[src/rtl/mem_access_pkg.sv]
// mem_access_pkg
//   Shared definitions for the MEM stage: memory operation codes, exception
//   codes, the stage FSM state type and small operation-decode helpers.
//   No ports; imported by mem_align and mem_access.
package mem_access_pkg;

  // Memory operation codes as presented by the EX stage.
  localparam logic [3:0] MEM_OP_NONE = 4'd0;
  localparam logic [3:0] MEM_OP_LW   = 4'd1;
  localparam logic [3:0] MEM_OP_LH   = 4'd2;
  localparam logic [3:0] MEM_OP_LHU  = 4'd3;
  localparam logic [3:0] MEM_OP_LB   = 4'd4;
  localparam logic [3:0] MEM_OP_LBU  = 4'd5;
  localparam logic [3:0] MEM_OP_SW   = 4'd6;
  localparam logic [3:0] MEM_OP_SH   = 4'd7;
  localparam logic [3:0] MEM_OP_SB   = 4'd8;

  // Exception codes reported alongside each write-back pulse.
  localparam logic [1:0] EXC_NONE    = 2'b00;
  localparam logic [1:0] EXC_ALIGN   = 2'b01;
  localparam logic [1:0] EXC_TIMEOUT = 2'b10;

  typedef enum logic [1:0] {
    ST_IDLE = 2'd0,
    ST_REQ  = 2'd1,
    ST_WAIT = 2'd2
  } state_t;

  function automatic logic is_store(input logic [3:0] op);
    return (op == MEM_OP_SW) || (op == MEM_OP_SH) || (op == MEM_OP_SB);
  endfunction

  // Codes above SB are unused and are treated like MEM_OP_NONE.
  function automatic logic is_mem_op(input logic [3:0] op);
    return (op >= MEM_OP_LW) && (op <= MEM_OP_SB);
  endfunction

endpackage

[src/rtl/mem_align.sv]
// mem_align
//   Combinational lane logic for the MEM stage, keyed on op and addr[1:0]:
//   alignment check, byte-enable generation, store-data lane replication and
//   load lane extraction with sign/zero extension.
// Ports:
//   op_i           memory operation code
//   addr_lo_i      effective address bits [1:0]
//   store_data_i   raw store operand
//   load_data_i    raw 32-bit word returned by the data memory
//   be_o           byte enables for the access
//   store_lanes_o  store data replicated into every lane it may occupy
//   load_value_o   extracted and extended load result
//   misaligned_o   access violates its natural alignment
module mem_align
  import mem_access_pkg::*;
(
  input  logic [3:0]  op_i,
  input  logic [1:0]  addr_lo_i,
  input  logic [31:0] store_data_i,
  input  logic [31:0] load_data_i,
  output logic [3:0]  be_o,
  output logic [31:0] store_lanes_o,
  output logic [31:0] load_value_o,
  output logic        misaligned_o
);

  logic [7:0]  lane_byte;
  logic [15:0] lane_half;

  // Select the addressed byte and halfword out of the returned word.
  always_comb begin
    lane_byte = load_data_i[7:0];
    case (addr_lo_i)
      2'd0: lane_byte = load_data_i[7:0];
      2'd1: lane_byte = load_data_i[15:8];
      2'd2: lane_byte = load_data_i[23:16];
      2'd3: lane_byte = load_data_i[31:24];
      default: lane_byte = load_data_i[7:0];
    endcase
    lane_half = addr_lo_i[1] ? load_data_i[31:16] : load_data_i[15:0];
  end

  // Per-op enables, lane replication and extension. Loads also carry the
  // enables of the lanes they read so the bus sees a consistent request.
  always_comb begin
    be_o          = 4'b0000;
    store_lanes_o = store_data_i;
    load_value_o  = load_data_i;
    misaligned_o  = 1'b0;
    case (op_i)
      MEM_OP_LW, MEM_OP_SW: begin
        misaligned_o = (addr_lo_i != 2'b00);
        be_o         = 4'b1111;
      end
      MEM_OP_LH, MEM_OP_LHU, MEM_OP_SH: begin
        misaligned_o  = addr_lo_i[0];
        be_o          = addr_lo_i[1] ? 4'b1100 : 4'b0011;
        store_lanes_o = {2{store_data_i[15:0]}};
        load_value_o  = (op_i == MEM_OP_LH) ? {{16{lane_half[15]}}, lane_half}
                                            : {16'h0000, lane_half};
      end
      MEM_OP_LB, MEM_OP_LBU, MEM_OP_SB: begin
        be_o          = 4'b0001 << addr_lo_i;
        store_lanes_o = {4{store_data_i[7:0]}};
        load_value_o  = (op_i == MEM_OP_LB) ? {{24{lane_byte[7]}}, lane_byte}
                                            : {24'h000000, lane_byte};
      end
      default: begin
        be_o = 4'b0000;
      end
    endcase
  end

endmodule

[src/rtl/mem_access.sv]
// mem_access
//   MEM stage of the 5-stage MIPS pipeline. Takes EX results, performs
//   word/halfword/byte loads and stores over a request/grant/response data
//   bus with a timeout, and returns registered write-back data to WB.
// Parameters:
//   TIMEOUT  cycles allowed in REQ or WAIT before the access is aborted (1..1023)
// Ports:
//   clk, rst                     clock, synchronous active-high reset
//   in_valid_i / in_ready_o      EX handshake; ready only while idle
//   mem_op_i, waddr_i, wreg_i    operation, destination register, write enable
//   wdata_i, reg2_i              ALU result / effective address, store data
//   dm_req_o .. dm_wdata_o       data-memory request fields (registered)
//   dm_gnt_i, dm_rvalid_i,
//   dm_rdata_i                   data-memory grant and load response
//   wb_valid_o                   one-cycle result pulse
//   waddr_o, wreg_o, wdata_o     write-back fields, held between pulses
//   exc_o                        00 none, 01 misaligned, 10 bus timeout
//   stall_o                      upstream stall, the inverse of in_ready_o
module mem_access
  import mem_access_pkg::*;
#(
  parameter int TIMEOUT = 255
) (
  input  logic        clk,
  input  logic        rst,
  input  logic        in_valid_i,
  output logic        in_ready_o,
  input  logic [3:0]  mem_op_i,
  input  logic [4:0]  waddr_i,
  input  logic        wreg_i,
  input  logic [31:0] wdata_i,
  input  logic [31:0] reg2_i,
  output logic        dm_req_o,
  output logic        dm_we_o,
  output logic [31:0] dm_addr_o,
  output logic [3:0]  dm_be_o,
  output logic [31:0] dm_wdata_o,
  input  logic        dm_gnt_i,
  input  logic        dm_rvalid_i,
  input  logic [31:0] dm_rdata_i,
  output logic        wb_valid_o,
  output logic [4:0]  waddr_o,
  output logic        wreg_o,
  output logic [31:0] wdata_o,
  output logic [1:0]  exc_o,
  output logic        stall_o
);

  // The counter starts at 0 on the first cycle in REQ/WAIT, so the last
  // permitted cycle is the one where it reads TIMEOUT-1.
  localparam logic [9:0] CNT_LAST = 10'(TIMEOUT - 1);

  state_t      state_q, state_d;
  logic [9:0]  cnt_q, cnt_d;
  logic [3:0]  op_q, op_d;
  logic [1:0]  addr_lo_q, addr_lo_d;
  logic [4:0]  waddr_q, waddr_d;
  logic        wreg_q, wreg_d;

  logic        dm_req_q, dm_req_d;
  logic        dm_we_q, dm_we_d;
  logic [31:0] dm_addr_q, dm_addr_d;
  logic [3:0]  dm_be_q, dm_be_d;
  logic [31:0] dm_wdata_q, dm_wdata_d;

  logic        wb_valid_q, wb_valid_d;
  logic [4:0]  wb_waddr_q, wb_waddr_d;
  logic        wb_wreg_q, wb_wreg_d;
  logic [31:0] wb_wdata_q, wb_wdata_d;
  logic [1:0]  exc_q, exc_d;

  logic [3:0]  align_op;
  logic [1:0]  align_addr_lo;
  logic [3:0]  align_be;
  logic [31:0] align_store;
  logic [31:0] align_load;
  logic        align_misaligned;

  // While idle the lane logic looks at the incoming instruction; once an
  // access is in flight it looks at the latched op/address so the load
  // extract in WAIT uses the original address bits.
  always_comb begin
    align_op      = op_q;
    align_addr_lo = addr_lo_q;
    if (state_q == ST_IDLE) begin
      align_op      = mem_op_i;
      align_addr_lo = wdata_i[1:0];
    end
  end

  mem_align u_align (
    .op_i          (align_op),
    .addr_lo_i     (align_addr_lo),
    .store_data_i  (reg2_i),
    .load_data_i   (dm_rdata_i),
    .be_o          (align_be),
    .store_lanes_o (align_store),
    .load_value_o  (align_load),
    .misaligned_o  (align_misaligned)
  );

  // Next-state and next-output logic. Every write-back field holds unless a
  // result is produced; wb_valid is the only signal that defaults low.
  // Grant/rvalid are tested before the timeout so they win a same-cycle tie.
  always_comb begin
    state_d    = state_q;
    cnt_d      = cnt_q;
    op_d       = op_q;
    addr_lo_d  = addr_lo_q;
    waddr_d    = waddr_q;
    wreg_d     = wreg_q;
    dm_req_d   = dm_req_q;
    dm_we_d    = dm_we_q;
    dm_addr_d  = dm_addr_q;
    dm_be_d    = dm_be_q;
    dm_wdata_d = dm_wdata_q;
    wb_valid_d = 1'b0;
    wb_waddr_d = wb_waddr_q;
    wb_wreg_d  = wb_wreg_q;
    wb_wdata_d = wb_wdata_q;
    exc_d      = exc_q;

    case (state_q)
      ST_IDLE: begin
        if (in_valid_i) begin
          if (!is_mem_op(mem_op_i)) begin
            wb_valid_d = 1'b1;
            wb_waddr_d = waddr_i;
            wb_wreg_d  = wreg_i;
            wb_wdata_d = wdata_i;
            exc_d      = EXC_NONE;
          end else if (align_misaligned) begin
            wb_valid_d = 1'b1;
            wb_waddr_d = waddr_i;
            wb_wreg_d  = 1'b0;
            wb_wdata_d = wdata_i;
            exc_d      = EXC_ALIGN;
          end else begin
            state_d    = ST_REQ;
            cnt_d      = 10'd0;
            op_d       = mem_op_i;
            addr_lo_d  = wdata_i[1:0];
            waddr_d    = waddr_i;
            wreg_d     = wreg_i;
            dm_req_d   = 1'b1;
            dm_we_d    = is_store(mem_op_i);
            dm_addr_d  = {wdata_i[31:2], 2'b00};
            dm_be_d    = align_be;
            dm_wdata_d = align_store;
          end
        end
      end

      ST_REQ: begin
        if (dm_gnt_i) begin
          dm_req_d = 1'b0;
          if (is_store(op_q)) begin
            state_d    = ST_IDLE;
            wb_valid_d = 1'b1;
            wb_waddr_d = waddr_q;
            wb_wreg_d  = 1'b0;
            exc_d      = EXC_NONE;
          end else begin
            state_d = ST_WAIT;
            cnt_d   = 10'd0;
          end
        end else if (cnt_q == CNT_LAST) begin
          dm_req_d   = 1'b0;
          state_d    = ST_IDLE;
          wb_valid_d = 1'b1;
          wb_waddr_d = waddr_q;
          wb_wreg_d  = 1'b0;
          exc_d      = EXC_TIMEOUT;
        end else begin
          cnt_d = cnt_q + 10'd1;
        end
      end

      ST_WAIT: begin
        if (dm_rvalid_i) begin
          state_d    = ST_IDLE;
          wb_valid_d = 1'b1;
          wb_waddr_d = waddr_q;
          wb_wreg_d  = wreg_q;
          wb_wdata_d = align_load;
          exc_d      = EXC_NONE;
        end else if (cnt_q == CNT_LAST) begin
          state_d    = ST_IDLE;
          wb_valid_d = 1'b1;
          wb_waddr_d = waddr_q;
          wb_wreg_d  = 1'b0;
          exc_d      = EXC_TIMEOUT;
        end else begin
          cnt_d = cnt_q + 10'd1;
        end
      end

      default: begin
        state_d  = ST_IDLE;
        dm_req_d = 1'b0;
      end
    endcase
  end

  // All state and outputs are registered; reset abandons any access in flight.
  always_ff @(posedge clk) begin
    if (rst) begin
      state_q    <= ST_IDLE;
      cnt_q      <= 10'd0;
      op_q       <= MEM_OP_NONE;
      addr_lo_q  <= 2'b00;
      waddr_q    <= 5'd0;
      wreg_q     <= 1'b0;
      dm_req_q   <= 1'b0;
      dm_we_q    <= 1'b0;
      dm_addr_q  <= 32'd0;
      dm_be_q    <= 4'b0000;
      dm_wdata_q <= 32'd0;
      wb_valid_q <= 1'b0;
      wb_waddr_q <= 5'd0;
      wb_wreg_q  <= 1'b0;
      wb_wdata_q <= 32'd0;
      exc_q      <= EXC_NONE;
    end else begin
      state_q    <= state_d;
      cnt_q      <= cnt_d;
      op_q       <= op_d;
      addr_lo_q  <= addr_lo_d;
      waddr_q    <= waddr_d;
      wreg_q     <= wreg_d;
      dm_req_q   <= dm_req_d;
      dm_we_q    <= dm_we_d;
      dm_addr_q  <= dm_addr_d;
      dm_be_q    <= dm_be_d;
      dm_wdata_q <= dm_wdata_d;
      wb_valid_q <= wb_valid_d;
      wb_waddr_q <= wb_waddr_d;
      wb_wreg_q  <= wb_wreg_d;
      wb_wdata_q <= wb_wdata_d;
      exc_q      <= exc_d;
    end
  end

  assign in_ready_o = (state_q == ST_IDLE);
  assign stall_o    = (state_q != ST_IDLE);
  assign dm_req_o   = dm_req_q;
  assign dm_we_o    = dm_we_q;
  assign dm_addr_o  = dm_addr_q;
  assign dm_be_o    = dm_be_q;
  assign dm_wdata_o = dm_wdata_q;
  assign wb_valid_o = wb_valid_q;
  assign waddr_o    = wb_waddr_q;
  assign wreg_o     = wb_wreg_q;
  assign wdata_o    = wb_wdata_q;
  assign exc_o      = exc_q;

endmodule

[config.mk]
export PLATFORM = sky130hd
export DESIGN_NAME = mem_access
export DESIGN_NICKNAME = d
export VERILOG_FILES = /design/src/rtl/mem_access_pkg.sv /design/src/rtl/mem_align.sv /design/src/rtl/mem_access.sv
export SDC_FILE = /design/constraint.sdc
export NUM_CORES = 1
export LEC_CHECK = 0
export BUFFER_PORTS_ARGS = -buffer_cell sky130_fd_sc_hd__buf_2
export CORE_MARGIN = 2
export CORE_UTILIZATION = 55
export CTS_CLUSTER_DIAMETER = 80
export DETAILED_ROUTE_END_ITERATION = 10
export GPL_ROUTABILITY_DRIVEN = 0
export MAX_ROUTING_LAYER = met4
export PLACE_DENSITY_LB_ADDON = 0.25
export SYNTH_ARGS = -nofsm -noshare
export SYNTH_HDL_FRONTEND = slang
export SYNTH_SLANG_ARGS = --single-unit
[constraint.sdc]
create_clock -name clk -period 4.33 [get_ports clk]
set_input_delay 1.299 -clock clk [delete_from_list [all_inputs] [get_ports clk]]
set_output_delay 1.299 -clock clk [all_outputs]
set_load 0.03 [all_outputs]
==> run summary <==
First drt pass iteration count - 5
Non-filler instance count after layout - 1106
DRC errors left - 0
Worst-skew pair later-pin latency - 0.43 ns
Dpl cells - 1074
Fin crit period - 3.65 ns
Worst Tran Pin Value - 0.732 ns
Grt met1 use - 39.7%
Post-CTS Setup Bufs - 0
Top post-synthesis cells by area - dfxtp_1 (40%), nand2_1 (7.2%), a32o_1 (5.3%), a21oi_1 (4.8%), mux2i_1 (4.2%)
FP Rows - 40
Routed length per instance - 18.4 um
Main synth FF type - dfxtp_1
Clock Power Share - 38.6%
Gr busiest metal - met2
Place WS - 0.700 ns
R2r setup slk - 0.68 ns
Post-synthesis sequential area ratio - 40.2%
Vias/cell - 5.94
Total gr overflow - 0
RR Endpoint - wdata_o[4]$_SDFFE_PP0P_
Hpwl dp - 14200 um
Crit path DAT - 4.02 ns
Post-synth top area cell - dfxtp_1
Gate power share - 25.2%
Sink Count - 133
Die X - 114 um
Drt total wl - 20300 um
GRT Util Overall - 31.7%
CP startpoint kind - flip-flop
Slowest stage cell, crit path - o41ai_2
Hold Fails Final Rpt - 0
Die height - 114 um
Overall power - 3.85 mW
Endpoint class of the critical path - flip-flop
Core area - 11900 um^2
Net count reported at finish - 1064
Met2 GRT Util - 49.5%
Worst Path Max Fanout - 17
Via Count - 6571
Clk pin slew, worst setup/hold paths - 0.06 ns
Fraction of registers with async set or reset after synthesis - 0%
Share of layout cells above drive strength 1 - 35.0%
CTS root buffer - clkbuf_16
Initial antenna violation count - 1
CTS buffer count - 17
CTS tree - done
Cell internal pwr - 2.57 mW
Met3 Resource Use GR - 8.29%
Port bufs - 221
Top cell type's share of synthesized area - 40.2%
Setup TNS - 0 ns
Die area - 12900 um^2
DR iter-0 viols - 605
CP Class - flip-flop to flip-flop
Status - complete, no violations
YS warnings - 0
Final period utilization - 84.3%
Rel. slew slack - 50.7%
Hold buffer count at cts - 0
#FFs+latches synth - 133
Worst IR Drop VDD - 0.327 mV
Max-cap violations - 0
RSZ-0062 raised after global routing - false
Post-Syn Area - 6630 um^2
FF-to-FF Start - state_q[0]$_SDFFE_PP0P_
First-pass GRT wire length - 31300 um
Synth cell types - 74
PwrDens - 460 nW/um^2
Vias in the first global route - 6126
Critical Path Sink - wdata_o[4]$_SDFFE_PP0P_
Critical Path RT - 4.70 ns
Pleak - 3.69 nW
Largest net degree at the start of global routing - 60
Critical Path Start - state_q[0]$_SDFFE_PP0P_
Final setup viols - 0
Sw frac - 33.1%
Post-CTS sizing - 0
Slew Limit Fails - 0
Reg2reg path depth - 9
Clock Skew - 0.0128 ns
Starting Density - 55.9%
Sw power - 1.27 mW
Longest Clk Path Bufs - 2
HP Class - flip-flop to flip-flop
Seq pwr share - 36.2%
Syn avg cell area - 8.84 um^2
Crit-path max cell delay - 0.73 ns
H-tree depth - 4
Gate Count Post-Synth - 750
Antenna viol nets, final - 0
Peak Freq - 274 MHz
Crit-path cells - inv_1 -> ha_1 -> buf_4 -> mux2i_1 -> a21boi_0 -> o41ai_2 -> nand2_1 -> o2111ai_1 -> a32o_1
Top-level I/O count - 224
Final WS setup - 0.679 ns
Area grow syn2layout - 26.2%
Post-synth EDFFs - 0
placed cells by master (no fill, tap or decap), types with 8 or more instances in the layout:
cell type and count:
a211oi_1 8, a211oi_2 20, a21o_1 19, a21oi_1 63, a222oi_1 9, a32o_1 35, buf_2 220, buf_4 14
clkbuf_16 17, dfxtp_1 133, mux2i_1 28, nand2_1 127, nand3_1 11, nor2_1 40, nor2b_1 13, nor3_1 8
o2111ai_1 10, o21ai_0 13, or2_2 31
cell usage after synthesis (2+ instances only):
library cell    n
a22o_1          2
a211oi_1        8
a221oi_1        2
nor3b_1         2
nor3_1          8
a221o_1         7
and3_1          4
a222oi_1        9
inv_1           6
clkbuf_1       32
dfxtp_1       133
o21bai_1        2
mux2_2          4
o21ai_0        13
buf_2          16
a31oi_1         7
nand3_1        11
or4_1           5
o2111ai_1      10
nand2_1       127
nand2b_1        6
a32o_1         35
buf_6           4
a31oi_2         3
nand4_1         4
and3b_1         2
or2_2          31
a211o_1         3
o22ai_1         2
ha_1            7
and2_1          5
nor2b_1        13
buf_4           6
a21o_1         19
a21oi_1        63
or3_1           2
o2bb2ai_1       6
nor2_1         41
mux2i_1        28
and4_1          2
o31ai_1         4
a211oi_2       21
o211a_1         3
o21ai_1         2
critical path: cells and delay by family (launching register included):
kind / cells / cell delay (ns)
muxes: 1 / 0.61
adders and majority gates: 1 / 0.55
DFF: 1 / 0.35
and+or+nand+nor: 1 / 0.17
buffers and inverters: 2 / 0.46
AOI/OAI and AO/OA: 4 / 1.44
logic make-up after synthesis:
kind of cell	share of synthesized area (%)
simple gates	19.9
compound gates	28.7
flops	40.2
buf+inv	4.83
mux	4.91
fa+ha+maj	1.32
other cells	0.0566
xor+xnor	0.132
cell type report:
class,count,area [um^2]
Multi-Input combinational cell,552,3660
Clock inverter,12,155
Clock buffer,19,443
Fill cell,1009,3500
Sequential cell,133,2660
Tap cell,147,184
Inverter,7,26.3
Timing Repair Buffer,235,1230
Antenna cell,1,2.50
power groups by stage:
stage | clock [mW] | sequential, mW | combinational [mW]
floorplan | 0 | 1.61 | 0.479
global placement | 0 | 1.41 | 0.950
detailed placement | 0 | 1.42 | 0.960
CTS | 1.50 | 1.39 | 0.965
global route | 1.55 | 1.40 | 1.04
finish | 1.49 | 1.39 | 0.970
worst min-delay path by stage:
stage                                      end                        from  slack (ns)  cells after the start
floorplan                  wreg_q$_SDFFE_PP0P_         wreg_q$_SDFFE_PP0P_        0.44                      2
global placement    dm_addr_o[28]$_SDFFE_PP0P_  dm_addr_o[28]$_SDFFE_PP0P_        0.44                      2
detailed placement     waddr_o[1]$_SDFFE_PP0P_     waddr_o[1]$_SDFFE_PP0P_        0.44                      1
CTS                 dm_addr_o[29]$_SDFFE_PP0P_  dm_addr_o[29]$_SDFFE_PP0P_        0.45                      2
global route        dm_addr_o[12]$_SDFFE_PP0P_  dm_addr_o[12]$_SDFFE_PP0P_        0.47                      2
finish              dm_addr_o[29]$_SDFFE_PP0P_  dm_addr_o[29]$_SDFFE_PP0P_        0.45                      2
per-stage QoR:
stage	area (um^2)	hold slack [ns]	utilization [%]
global placement	7760	0.439	65.4
global route	8360	0.471	70.5
floorplan	6630	0.436	-
finish	8360	0.450	70.5
detailed placement	7760	0.442	65.4
CTS	8360	0.452	70.5
flip-flops by register name, summed over array words and instances (netlist names):
register / cells
wdata_o: 32
op_q: 4
exc_o: 2
dm_be_o: 4
waddr_q: 5
waddr_o: 5
wreg_q: 1
addr_lo_q: 2
wb_valid_o: 1
dm_wdata_o: 32
dm_we_o: 1
dm_req_o: 1
state_q: 2
dm_addr_o: 30
cnt_q: 10
wreg_o: 1
per-layer routing:
layer  vias up  share of wire (%)
li1       3163                  -
met1      3089                 43
met4         0                2.5
met2       280                 47
met5         -                  0
met3        39                7.8
Power figures use the tool's default switching activity.
